[src/rtl/wrd_mac_pkg.sv]
// Shared definitions for the streaming multiply-accumulate block.
// This package holds the FSM encoding, the default widths, and the round and saturate helpers.
package wrd_mac_pkg;

  localparam int unsigned DEF_I_BW        = 8;
  localparam int unsigned DEF_BIAS_BW     = 2 * DEF_I_BW;
  localparam int unsigned DEF_ACC_BW      = 3 * DEF_I_BW;
  localparam int unsigned DEF_O_BW        = 3 * DEF_I_BW;
  localparam int unsigned DEF_NUM_CLASSES = 3;
  localparam int unsigned DEF_SHIFT       = 0;
  localparam int unsigned DEF_SATURATE    = 1;

  typedef enum logic [1:0] {
    ACCUM = 2'd0,
    DRAIN = 2'd1,
    HOLD  = 2'd2
  } state_t;

  // Round half up, then arithmetic shift. The sum wraps to 'width' bits before the shift.
  function automatic logic signed [63:0] round_half_up(input logic signed [63:0] v,
                                                       input int unsigned shift,
                                                       input int unsigned width);
    logic signed [63:0] t;
    t = v;
    if (shift > 0) t = t + (64'sd1 <<< (shift - 1));
    t = (t <<< (64 - width)) >>> (64 - width);
    return t >>> shift;
  endfunction

  // Clamp to the signed range of an o_bw-bit value.
  function automatic logic signed [63:0] sat_to_width(input logic signed [63:0] v,
                                                      input int unsigned o_bw);
    logic signed [63:0] hi;
    logic signed [63:0] lo;
    hi = (64'sd1 <<< (o_bw - 1)) - 64'sd1;
    lo = -hi - 64'sd1;
    if (v > hi)      return hi;
    else if (v < lo) return lo;
    else             return v;
  endfunction

endpackage

[src/rtl/mac_lane.sv]
// One lane of the MAC datapath. It multiplies on a fired beat, accumulates, adds the bias captured from the last beat,
// rounds, saturates, and registers the result.
module mac_lane
  import wrd_mac_pkg::*;
#(
  parameter int unsigned I_BW     = DEF_I_BW,
  parameter int unsigned BIAS_BW  = 2 * I_BW,
  parameter int unsigned ACC_BW   = 3 * I_BW,
  parameter int unsigned O_BW     = 3 * I_BW,
  parameter int unsigned SHIFT    = DEF_SHIFT,
  parameter int unsigned SATURATE = DEF_SATURATE
) (
  input  logic               i_clk,
  input  logic               i_rst_n,
  input  logic               i_fire,
  input  logic               i_last,
  input  logic               i_load,
  input  logic [I_BW-1:0]    i_x,
  input  logic [I_BW-1:0]    i_w,
  input  logic [BIAS_BW-1:0] i_b,
  output logic [O_BW-1:0]    o_data
);

  logic signed [I_BW-1:0]    w_x;
  logic signed [I_BW-1:0]    w_w;
  logic signed [2*I_BW-1:0]  w_prod;
  logic signed [63:0]        w_sum;
  logic signed [63:0]        w_rnd;
  logic signed [O_BW-1:0]    w_out;

  logic signed [2*I_BW-1:0]  r_prod;
  logic signed [ACC_BW-1:0]  r_acc;
  logic signed [BIAS_BW-1:0] r_bias;
  logic signed [O_BW-1:0]    r_data;

  assign w_x    = i_x;
  assign w_w    = i_w;
  assign w_prod = (2*I_BW)'(w_x) * (2*I_BW)'(w_w);

  // acc + bias cannot overflow ACC_BW+1 bits, and the rounding constant wraps there too.
  assign w_sum = 64'(r_acc) + 64'(r_bias);
  assign w_rnd = round_half_up(w_sum, SHIFT, ACC_BW + 1);
  assign w_out = (SATURATE != 0) ? O_BW'(sat_to_width(w_rnd, O_BW)) : O_BW'(w_rnd);

  always_ff @(posedge i_clk) begin
    if (!i_rst_n) begin
      r_prod <= '0;
      r_acc  <= '0;
      r_bias <= '0;
      r_data <= '0;
    end else begin
      r_prod <= i_fire ? w_prod : '0;
      r_acc  <= i_load ? '0 : r_acc + ACC_BW'(r_prod);
      if (i_fire && i_last) r_bias <= i_b;
      if (i_load)           r_data <= w_out;
    end
  end

  assign o_data = r_data;

endmodule

[src/rtl/mac_stream.sv]
// Streaming MAC with NUM_CLASSES parallel lanes. The module joins the activation and parameter streams,
// then drains the pipeline and holds each packet result until downstream accepts it.
module mac_stream
  import wrd_mac_pkg::*;
#(
  parameter int unsigned I_BW        = DEF_I_BW,
  parameter int unsigned BIAS_BW     = 2 * I_BW,
  parameter int unsigned ACC_BW      = 3 * I_BW,
  parameter int unsigned O_BW        = 3 * I_BW,
  parameter int unsigned NUM_CLASSES = DEF_NUM_CLASSES,
  parameter int unsigned SHIFT       = DEF_SHIFT,
  parameter int unsigned SATURATE    = DEF_SATURATE
) (
  input  logic                           clk_i,
  input  logic                           rst_n_i,
  input  logic [NUM_CLASSES*I_BW-1:0]    data0_i,
  input  logic                           valid0_i,
  input  logic                           last0_i,
  output logic                           ready0_o,
  input  logic [NUM_CLASSES*I_BW-1:0]    data1_w_i,
  input  logic [NUM_CLASSES*BIAS_BW-1:0] data1_b_i,
  input  logic                           valid1_i,
  input  logic                           last1_i,
  output logic                           ready1_o,
  output logic [NUM_CLASSES*O_BW-1:0]    data_o,
  output logic                           valid_o,
  output logic                           last_o,
  input  logic                           ready_i,
  output logic                           err_o
);

  state_t r_state;
  logic   r_drain_cnt;
  logic   r_valid;
  logic   r_err;

  logic   w_accept;
  logic   w_fire;
  logic   w_last;
  logic   w_load;

  // Gating with reset keeps both readies low and blocks any beat while reset is held.
  assign w_accept = rst_n_i && (r_state == ACCUM);
  assign w_fire   = valid0_i && valid1_i && w_accept;
  assign w_last   = last0_i || last1_i;
  assign w_load   = (r_state == DRAIN) && r_drain_cnt;

  assign ready0_o = valid1_i && w_accept;
  assign ready1_o = valid0_i && w_accept;

  always_ff @(posedge clk_i) begin
    if (!rst_n_i) begin
      r_state     <= ACCUM;
      r_drain_cnt <= 1'b0;
      r_valid     <= 1'b0;
      r_err       <= 1'b0;
    end else begin
      if (w_fire && (last0_i != last1_i)) r_err <= 1'b1;
      case (r_state)
        ACCUM: begin
          if (w_fire && w_last) begin
            r_state     <= DRAIN;
            r_drain_cnt <= 1'b0;
          end
        end
        // Two drain cycles let the last product reach the accumulator before the output loads.
        DRAIN: begin
          if (r_drain_cnt) begin
            r_state <= HOLD;
            r_valid <= 1'b1;
          end else begin
            r_drain_cnt <= 1'b1;
          end
        end
        HOLD: begin
          if (ready_i) begin
            r_state <= ACCUM;
            r_valid <= 1'b0;
          end
        end
        default: r_state <= ACCUM;
      endcase
    end
  end

  assign valid_o = r_valid;
  assign last_o  = r_valid;
  assign err_o   = r_err;

  for (genvar g = 0; g < NUM_CLASSES; g++) begin : g_lane
    mac_lane #(
      .I_BW    (I_BW),
      .BIAS_BW (BIAS_BW),
      .ACC_BW  (ACC_BW),
      .O_BW    (O_BW),
      .SHIFT   (SHIFT),
      .SATURATE(SATURATE)
    ) u_lane (
      .i_clk  (clk_i),
      .i_rst_n(rst_n_i),
      .i_fire (w_fire),
      .i_last (w_last),
      .i_load (w_load),
      .i_x    (data0_i[g*I_BW +: I_BW]),
      .i_w    (data1_w_i[g*I_BW +: I_BW]),
      .i_b    (data1_b_i[g*BIAS_BW +: BIAS_BW]),
      .o_data (data_o[g*O_BW +: O_BW])
    );
  end

endmodule
[config.mk]
export PLATFORM = sky130hd
export DESIGN_NAME = mac_stream
export DESIGN_NICKNAME = d
export VERILOG_FILES = /design/src/rtl/wrd_mac_pkg.sv /design/src/rtl/mac_lane.sv /design/src/rtl/mac_stream.sv
export SDC_FILE = /design/constraint.sdc
export NUM_CORES = 1
export LEC_CHECK = 0
export CORE_MARGIN = 1.5
export CORE_UTILIZATION = 55
export DETAILED_ROUTE_END_ITERATION = 10
export PLACE_DENSITY = 0.86
export SYNTH_ARGS = -nofsm -noshare
export SYNTH_HDL_FRONTEND = slang
export SYNTH_HIERARCHICAL = 1
export SYNTH_SLANG_ARGS = --single-unit
[constraint.sdc]
create_clock -name clk_i -period 13.59 [get_ports clk_i]
set_clock_uncertainty 0.05 [all_clocks]
set_input_delay 3.3975 -clock clk_i [delete_from_list [all_inputs] [get_ports clk_i]]
set_output_delay 3.3975 -clock clk_i [all_outputs]
set_load 0.01 [all_outputs]
After elaboration in Yosys (flattened, before gate mapping)
Index checks and enable logic that the tools add are counted.
{"block": "op_classes", "addsub": 6, "n_shift": 0, "n_mux": 15, "reduce_logical": 17, "n_mul": 3, "magnitude_cmp": 6, "bitwise": 1, "eq_ne": 6, "n_div": 0}
{"op": "two-way mux 24 bit", "count": 6}
{"op": "adder 24 x 16 -> 25 bit", "count": 3}
{"op": "greater-than comparator 25 x 24 -> 1 bit, second input constant", "count": 3}
{"op": "less-than comparator 25 x 24 -> 1 bit, second input constant", "count": 3}
{"op": "adder 24 bit", "count": 3}
{"op": "multiplier 8 x 8 -> 16 bit", "count": 3}
{"op": "logical AND 1 bit", "count": 8}
{"op": "two-way mux 2 bit", "count": 3}
{"op": "case mux 2 bit (3 select lines)", "count": 1}
{"op": "AND reduction 3 bit", "count": 2}
{"op": "inequality test 2 bit, second input constant", "count": 2}
{"op": "case mux 1 bit (2 select lines)", "count": 2}
{"op": "AND reduction 2 bit", "count": 2}
{"op": "nonzero test 2 bit", "count": 2}
{"op": "two-way mux 1 bit", "count": 3}
{"op": "equality test 2 x 1 -> 1 bit, second input constant", "count": 1}
{"op": "equality test 2 bit, second input constant", "count": 1}
{"op": "zero test 2 bit", "count": 1}
{"op": "inequality test 2 x 1 -> 1 bit, second input constant", "count": 1}
{"op": "OR reduction 2 bit", "count": 1}
{"op": "logical OR 1 bit", "count": 1}
{"op": "inequality test 1 bit", "count": 1}
{"op": "NOT 1 bit", "count": 1}
{"block": "word_totals", "latch_bits": 0, "ff_bits": 245, "memories": 0, "mem_bits_rw": 0, "mem_bits_ro": 0, "elab_cells": 70}

Longest topological paths before layout
Gate-level depths: netlist (run 1).
{"block": "depth", "depth_word": 6, "ltp_mapped": 19, "ltp_nobuf": 19}

Hierarchy
Netlist (run 1), hierarchy kept.
{"module": "mac_lane at g_lane[1].u_lane", "seq_area_each_um2": 1601.5, "area_per_inst_um2": 7599.8, "n_inst": 1, "cells_per_inst": 868}
{"module": "mac_lane at g_lane[2].u_lane", "seq_area_each_um2": 1601.5, "area_per_inst_um2": 7380.8, "n_inst": 1, "cells_per_inst": 846}
{"module": "mac_lane at g_lane[0].u_lane", "seq_area_each_um2": 1601.5, "area_per_inst_um2": 7323.3, "n_inst": 1, "cells_per_inst": 851}
{"module": "mac_stream", "seq_area_each_um2": 100.1, "area_per_inst_um2": 287.8, "n_inst": 1, "cells_per_inst": 28}

Least setup slack after synthesis (run 1)
No wires, ideal clock.
{"block": "synth_timing", "path_kind": "input -> register", "startpoint": "input data1_w_i[18]", "endpoint": "register g_lane[2].u_lane.r_prod[15]", "path_stages": 18, "path_buffers": 0, "path_slack_ns": 6.072, "t_required_ns": 13.418, "arrival_time_ns": 7.345, "cell_sequence": "and2_1 > fa_1 > inv_1 > fa_1 > inv_1 > fa_1 > inv_1 > fa_1 > inv_1 > ha_1 > inv_1 > o21bai_1 > a21oi_1 > o21bai_1 > a211o_1 > a2111oi_0 > or4_1 > a21oi_1"}
{"block": "synth_via", "elab_chain_cells": 1}
{"item": "from (decl)", "line_no": "mac_stream.sv:20", "source": "input logic [NUM_CLASSES*I_BW-1:0] data1_w_i,"}
{"item": "multiplier 8 x 8 -> 16 bit", "line_no": "mac_lane.sv:38", "source": "assign w_prod = (2*I_BW)'(w_x) * (2*I_BW)'(w_w);"}
{"item": "to (signal assigned)", "line_no": "mac_lane.sv:52", "source": "r_prod <= i_fire ? w_prod : '0;"}
{"item": "to (decl)", "line_no": "mac_lane.sv:31", "source": "logic signed [2*I_BW-1:0] r_prod;"}
No other way between the ends.
A chain may end at the register's enable or synchronous reset.

Worst setup path in the final report (run 1)
{"block": "layout_timing", "startpoint": "input rst_n_i", "endpoint": "output ready1_o"}
{"block": "layout_via", "elab_chain_cells": 2}
{"item": "from (decl)", "line_no": "mac_stream.sv:15", "source": "input logic rst_n_i,"}
{"item": "logical AND 1 bit", "line_no": "mac_stream.sv:43", "source": "assign w_accept = rst_n_i && (r_state == ACCUM);"}
{"item": "logical AND 1 bit", "line_no": "mac_stream.sv:49", "source": "assign ready1_o = valid0_i && w_accept;"}
{"item": "to (decl)", "line_no": "mac_stream.sv:24", "source": "output logic ready1_o,"}
No other way between the ends.

==> results of run 1 <==
## stage by stage
| stage | hold WS, ns | utilization | instance area [sq um] | power (mW) | std cells |
|---|---|---|---|---|---|
| 2_1_floorplan | 0.3972 | - | 22590 | 2.023 | 2593 |
| 3_3_place_gp | 0.3974 | 0.6094 | 24770 | 2.291 | 3241 |
| 3_5_place_dp | 0.4157 | 0.6094 | 24770 | 2.377 | 3241 |
| 4_1_cts | 0.4232 | 0.6309 | 25640 | 3.118 | 3286 |
| 5_1_grt | 0.4406 | 0.6309 | 25640 | 3.367 | 3286 |
| 6_report | 0.4173 | 0.6309 | 25640 | 3.093 | 3286 |
## worst max-delay path: stages
cell and delay, ns:
buf_4 0.51, nand2_1 0.11, nor3_1 0.16, clkdlybuf4s50_1 0.56
## worst paths after layout
path                            slack, ns                           to  cells after the start
worst min register to register       0.42   g_lane[1].u_lane/r_bias[9]                      2
worst max-delay path                 5.40                     ready1_o                      4
worst min-delay path                 0.42   g_lane[1].u_lane/r_bias[9]                      2
worst max register to register       9.69  g_lane[0].u_lane/o_data[22]                     10
## Yosys cell counts, drive strengths merged (5+ instances only)
cell type	count	share of area
inv	297	0.049
o21ai	162	0.037
xnor2	95	0.037
o21bai	26	0.0088
nor3	43	0.0095
nand3b	5	0.0017
ha	229	0.13
nand3	21	0.0047
nand2b	29	0.0080
fa	171	0.15
a2111oi	10	0.0058
maj3	45	0.021
o31ai	9	0.0038
nor2b	47	0.013
nand2	228	0.038
dfxtp	245	0.22
and3	28	0.0078
mux2i	7	0.0031
a211oi	18	0.0062
xor2	50	0.020
a21boi	53	0.018
a31oi	31	0.0095
and2	147	0.041
nor3b	9	0.0030
o21a	30	0.010
nor4	5	0.0014
a21oi	179	0.043
a21o	64	0.022
nand4	14	0.0044
o211ai	17	0.0063
nor2	132	0.022
buf	17	0.0053
or3	9	0.0025
clkbuf	48	0.0080
## state kept, by name (all words and copies together), names as in the netlist
signal and count:
err_o 1, g_lane.u_lane/r_prod 48, last_o 1, g_lane.u_lane/o_data 72, r_state 2, g_lane.u_lane/r_acc 72
g_lane.u_lane/r_bias 48, r_drain_cnt 1
## cell families after synthesis
| logic type | after synthesis | synth area share |
|---|---|---|
| flops | 245 | 0.2171 |
| mux | 11 | 0.005095 |
| simple gates | 735 | 0.1649 |
| compound gates | 649 | 0.1935 |
| fa+ha+maj | 445 | 0.2993 |
| xor+xnor | 145 | 0.05721 |
| buf+inv | 363 | 0.06286 |
## cell type report
cell class              instances  area, sq um
multi-input cells            1985        16280
fillers                      3273        15000
flip-flops and latches        245         4905
repair buffers                181         1804
inverters                     298         1119
clock buffers                  37        773.2
well taps                     532        665.6
clock inverters                 8        98.84
## power breakdown
| part | total [mW] | switching [mW] | internal [mW] | leakage [nW] |
|---|---|---|---|---|
| Clock | 0.727 | 0.295 | 0.432 | 0.425 |
| Combinational | 1.55 | 0.866 | 0.685 | 9.13 |
| Sequential | 0.814 | 0.0437 | 0.770 | 1.98 |
| Total | 3.09 | 1.21 | 1.89 | 11.5 |
## per-layer routing
metal  vias up  global-route usage
met2       427              0.4797
li1       9099                   -
met1      8973              0.3075
met5         -                   0
met3        91             0.02265
met4         0             0.08342
==> impl_results.md, run 1 <==
- Outcome: finished clean
- Power Dens Cells: 120.6 nW/um^2
- Final Cycle Share: 0.6024
- Port bufs: approximately 180
- Yosys warnings: 6
- Depth of the CTS H-tree: 1
- TritonCTS Sinks: ~250
- # rows: between 70 and 80
- Clock slew at reported path FFs: approximately 0.05 ns
- First-pass GRT wire length: 89670 um
- Setup Viol. Count Final: 0
- Share of layout cells above drive strength 1: 0.04975
- CTS Buf Count: 27
- Met3 wire len: around 2100 um
- CTS max path bufs: 3
- Drt via density: roughly 5.7
- RD Place Congestion: around 0.90
- Static leakage: 11.53 nW
- Vias in the first global route: ~19000
- Syn_area_per_cell: just under 9 sq um
- Gate Count Post-Synth: roughly 2600
- Commonest non-fill, non-tap cell in the layout: inv_1
- Syn Std Cell Area: approximately 23000 sq um
- Vias: between 15000 and 20000
- Max Cap Violations: 0
- Peak supply drop: between 0.09 and 0.1 mV
- Setup bufs post-CTS: 0
- Hold Buf Count CTS: 0
- Initial DRC Count: around 860
- CP Class: primary input to output pin
- Antenna violations before repair: 0
- Die height: between 200 and 250 um
- Final hold violations: 0
- Sequential area share after synthesis: 0.2171
- Routed Antenna Nets: 0
- Die area: 42300 sq um
- Largest net degree at the start of global routing: a little under 100
- Clock root buffer: clkbuf_16
- Place WS: about 5.1 ns
- Syn nets: slightly above 3000
- FMAX: between 100 and 150 MHz
- Yosys reg bits: around 250
- Final Max Slew Viols: 0
- Hold Crit Class: register to register
- Yosys cell types: 102
- Worst-skew pair later-pin latency: 0.56 ns
- Area Growth Syn to Fin: 13.50%
- Unrepaired setup endpoints after global routing: false
- Worst Setup SP: rst_n_i
- Setup TNS: 0 ns
- Drt pass-1 iters: 6
- Slew headroom: 0.2307
- Primary FF master, synth: dfxtp_1
- Detailed Route WL: 53910 um
- Post-synth EDFFs: 0
- CTS tree: done
- Met1 wire length: between 20000 and 25000 um
- Hold Path Origin: g_lane[1].u_lane/r_bias[9]
- DR WL/cell: between 15 and 20 um
- CP arrival: ~4.7 ns
- Core ar.: a little over 40000 sq um
- Drc violations: 0
- Post-DP HPWL: approximately 43000 um
- Worst-margin pin slew: about 1.2 ns
- Max layer used: met4
- Nets: about 3200
- Top-Level Pins: 180
- Ant diodes: 0
- Asr flop ratio synth: 0
- CP Data Required Time: between 10 and 15 ns
- Crit Path Max Fanout: approximately 80
- GRT Total Usage: 0.2567
- Reg-to-Reg Start: g_lane[0].u_lane/r_acc[1]
- Most frequent cells in the layout: inv_1 (295), dfxtp_1 (245), ha_1 (229), nand2_1 (227), clkdlybuf4s50_1 (178)
- Final worst setup slack: 5.403 ns
- Post-cts resize count: 0
- Nature of the critical path endpoint: output pin
- Minimum clock period: roughly 8.2 ns
- Startpoint Class: primary input
- Grt ovf: 0
- Initial core utilization: 0.5558
- Die Width: just over 200 um
- Total length of routed met2 wires: 27400 um
Note: power is estimated with default switching activity, not from simulation.
==> run 2, diff against run 1 <==
==> constraint.sdc (replaced) <==
create_clock -name clk_i -period 7.82 [get_ports clk_i]
set_clock_uncertainty 0.05 [all_clocks]
set_input_delay 1.955 -clock clk_i [delete_from_list [all_inputs] [get_ports clk_i]]
set_output_delay 1.955 -clock clk_i [all_outputs]
set_load 0.01 [all_outputs]
==> run 2 against run 1 <==
  * Setup slack lost 4.2 ns
  * Core utilization grew 0.59 points
  * Largest cell class unchanged
  * Cell area grew 0.93%
  * Cell count grew 0.21%
  * Critical endpoint is now g_lane[2].u_lane/r_prod[15]
  * Sequential cell count is the same
  * Critical path depth grew 15
  * Worst hold slack gained 0.0022 ns
  * Register-to-register slack lost 5.7 ns
==> impl_results.md, run 2 (synthesized netlist as in run 1, its figures left out) <==
- Max Cap Violations: 0
- Antenna violations before repair: 1
- Most frequent cells in the layout: inv_1 (295), dfxtp_1 (245), ha_1 (229), nand2_1 (227), clkdlybuf4s50_1 (178)
- Worst-skew pair later-pin latency: about 0.56 ns
- CTS tree: done
- DR WL/cell: around 16 um
- Slew headroom: 0.2714
- Grt ovf: 0
- Share of layout cells above drive strength 1: 0.05324
- Vias in the first global route: about 19000
- Die height: about 200 um
- Post-DP HPWL: around 42000 um
- Final Cycle Share: 0.8409
- Hold Crit Class: register to register
- Die area: about 42000 sq um
- Nature of the critical path endpoint: register
- Initial DRC Count: about 840
- Static leakage: between 10 and 15 nW
- Drc violations: 0
- Final worst setup slack: around 1.2 ns
- Largest net degree at the start of global routing: between 90 and 100
- Depth of the CTS H-tree: 1
- CP Class: primary input to register
- Drt via density: 5.611
- Crit path top cell by count: inv_1
- Unrepaired setup endpoints after global routing: false
- Place WS: 0.7067 ns
- Critical path's largest stage delay: roughly 0.56 ns
- Vias: ~18000
- CP arrival: about 7 ns
- # rows: 74
- Clock slew at reported path FFs: 0.06 ns
- CP Data Required Time: 8.25 ns
- Final hold violations: 0
- Top-Level Pins: between 150 and 200
- TritonCTS Sinks: approximately 250
- R2R cell count: 10
- Total power: 5.657 mW
- Setup Viol. Count Final: 0
- GRT Total Usage: 0.2545
- Final Max Slew Viols: 0
- Critical-path top delay cell: a2111oi_0
- Crit Path Max Fanout: 8
- RD Place Congestion: just over 0.9
- Die Width: about 210 um
- WHS Path Cells: 2
- Nets: around 3200
- FMAX: 152.1 MHz
- Area Growth Syn to Fin: 14.56%
- Core Util, Final: 0.6367
- Drt pass-1 iters: 5
- Initial core utilization: 0.5558
- Commonest non-fill, non-tap cell in the layout: inv_1
- Routed Antenna Nets: 0
- Core ar.: around 40000 sq um
- Power Dens Cells: roughly 220 nW/um^2
- Detailed Route WL: approximately 54000 um
- First-pass GRT wire length: ~89000 um
- Peak supply drop: roughly 0.14 mV
- Port bufs: around 180
- CTS max path bufs: 3
- Outcome: finished clean
- Post-cts resize count: 0
- Worst-margin pin slew: 1.092 ns
- CTS Buf Count: 28
- Ant diodes: 0
- Setup TNS: 0 ns
- Hold Buf Count CTS: 0
- Startpoint Class: primary input
- Worst path cell trace: clkdlybuf4s50_1 -> and2_1 -> fa_1 -> inv_1 -> fa_1 -> inv_1 -> fa_1 -> inv_1 -> fa_1 -> inv_1 -> ha_1 -> inv_1 -> o21bai_1 -> a21oi_1 -> o21bai_1 -> a211o_1 -> a2111oi_0 -> o31ai_1 -> a21oi_1
- Setup bufs post-CTS: 0
- Minimum clock period: roughly 6.6 ns
- Clock root buffer: clkbuf_16
-- run 2: cell types whose count changed in the layout (fill, tap and decap cells not counted), moves of 2 or more --
cell	previous run	this run
bufinv_16	2	9
clkbuf_1	4	1
clkbuf_16	27	29
clkbuf_8	6	1
clkinv_4	0	2
clkinvlp_4	2	5
-- run 2: worst max-delay path, delay by kind of cell --
| kind | cells | cell delay (ns) |
|---|---|---|
| buf+inv | 6 | 0.85 |
| fa+ha+maj | 5 | 2.27 |
| simple gates | 1 | 0.25 |
| compound gates | 7 | 1.67 |
-- run 2: worst paths after layout --
check	start	end	slack, ns
worst max-delay path	data1_w_i[19]	g_lane[2].u_lane/r_prod[15]	1.24
worst min-delay path	g_lane[2].u_lane/r_bias[10]	g_lane[2].u_lane/r_bias[10]	0.42
worst max register to register	g_lane[0].u_lane/r_acc[1]	g_lane[0].u_lane/o_data[22]	3.99
worst min register to register	g_lane[2].u_lane/r_bias[10]	g_lane[2].u_lane/r_bias[10]	0.42
-- run 2: area by class of cell --
cell class / count / area [sq um]
Fill cell: 3308 / 14770
Clock buffer: 31 / 743.2
Timing Repair Buffer: 181 / 1804
Tap cell: 532 / 665.6
Sequential cell: 245 / 4905
Clock inverter: 21 / 367.9
Multi-Input combinational cell: 1985 / 16280
Inverter: 298 / 1119
-- run 2: power breakdown --
| part | total (mW) | switching (mW) | internal [mW] | leakage (nW) |
|---|---|---|---|---|
| combinational | 2.68 | 1.49 | 1.18 | 9.13 |
| clock | 1.57 | 0.577 | 0.989 | 0.527 |
| sequential | 1.42 | 0.0766 | 1.34 | 1.98 |
| total | 5.66 | 2.15 | 3.51 | 11.6 |
-- run 2: per-stage QoR --
step | hold slack, ns | cells | cell area [sq um]
final | 0.4194 | 3293 | 25880
after global routing | 0.4465 | 3293 | 25880
after CTS | 0.4235 | 3293 | 25880
after detailed placement | 0.4149 | 3241 | 24770
after global placement | 0.4076 | 3241 | 24770
after floorplan | 0.3972 | 2593 | 22590
-- run 2: routing by layer --
metal / up-vias / wire length, um / track usage
met4: 0 / 1908 / 0.09802
met1: 8848 / 23010 / 0.3098
li1: 9108 / - / -
met5: - / 0 / 0
met3: 117 / 2057 / 0.02186
met2: 405 / 26720 / 0.4627
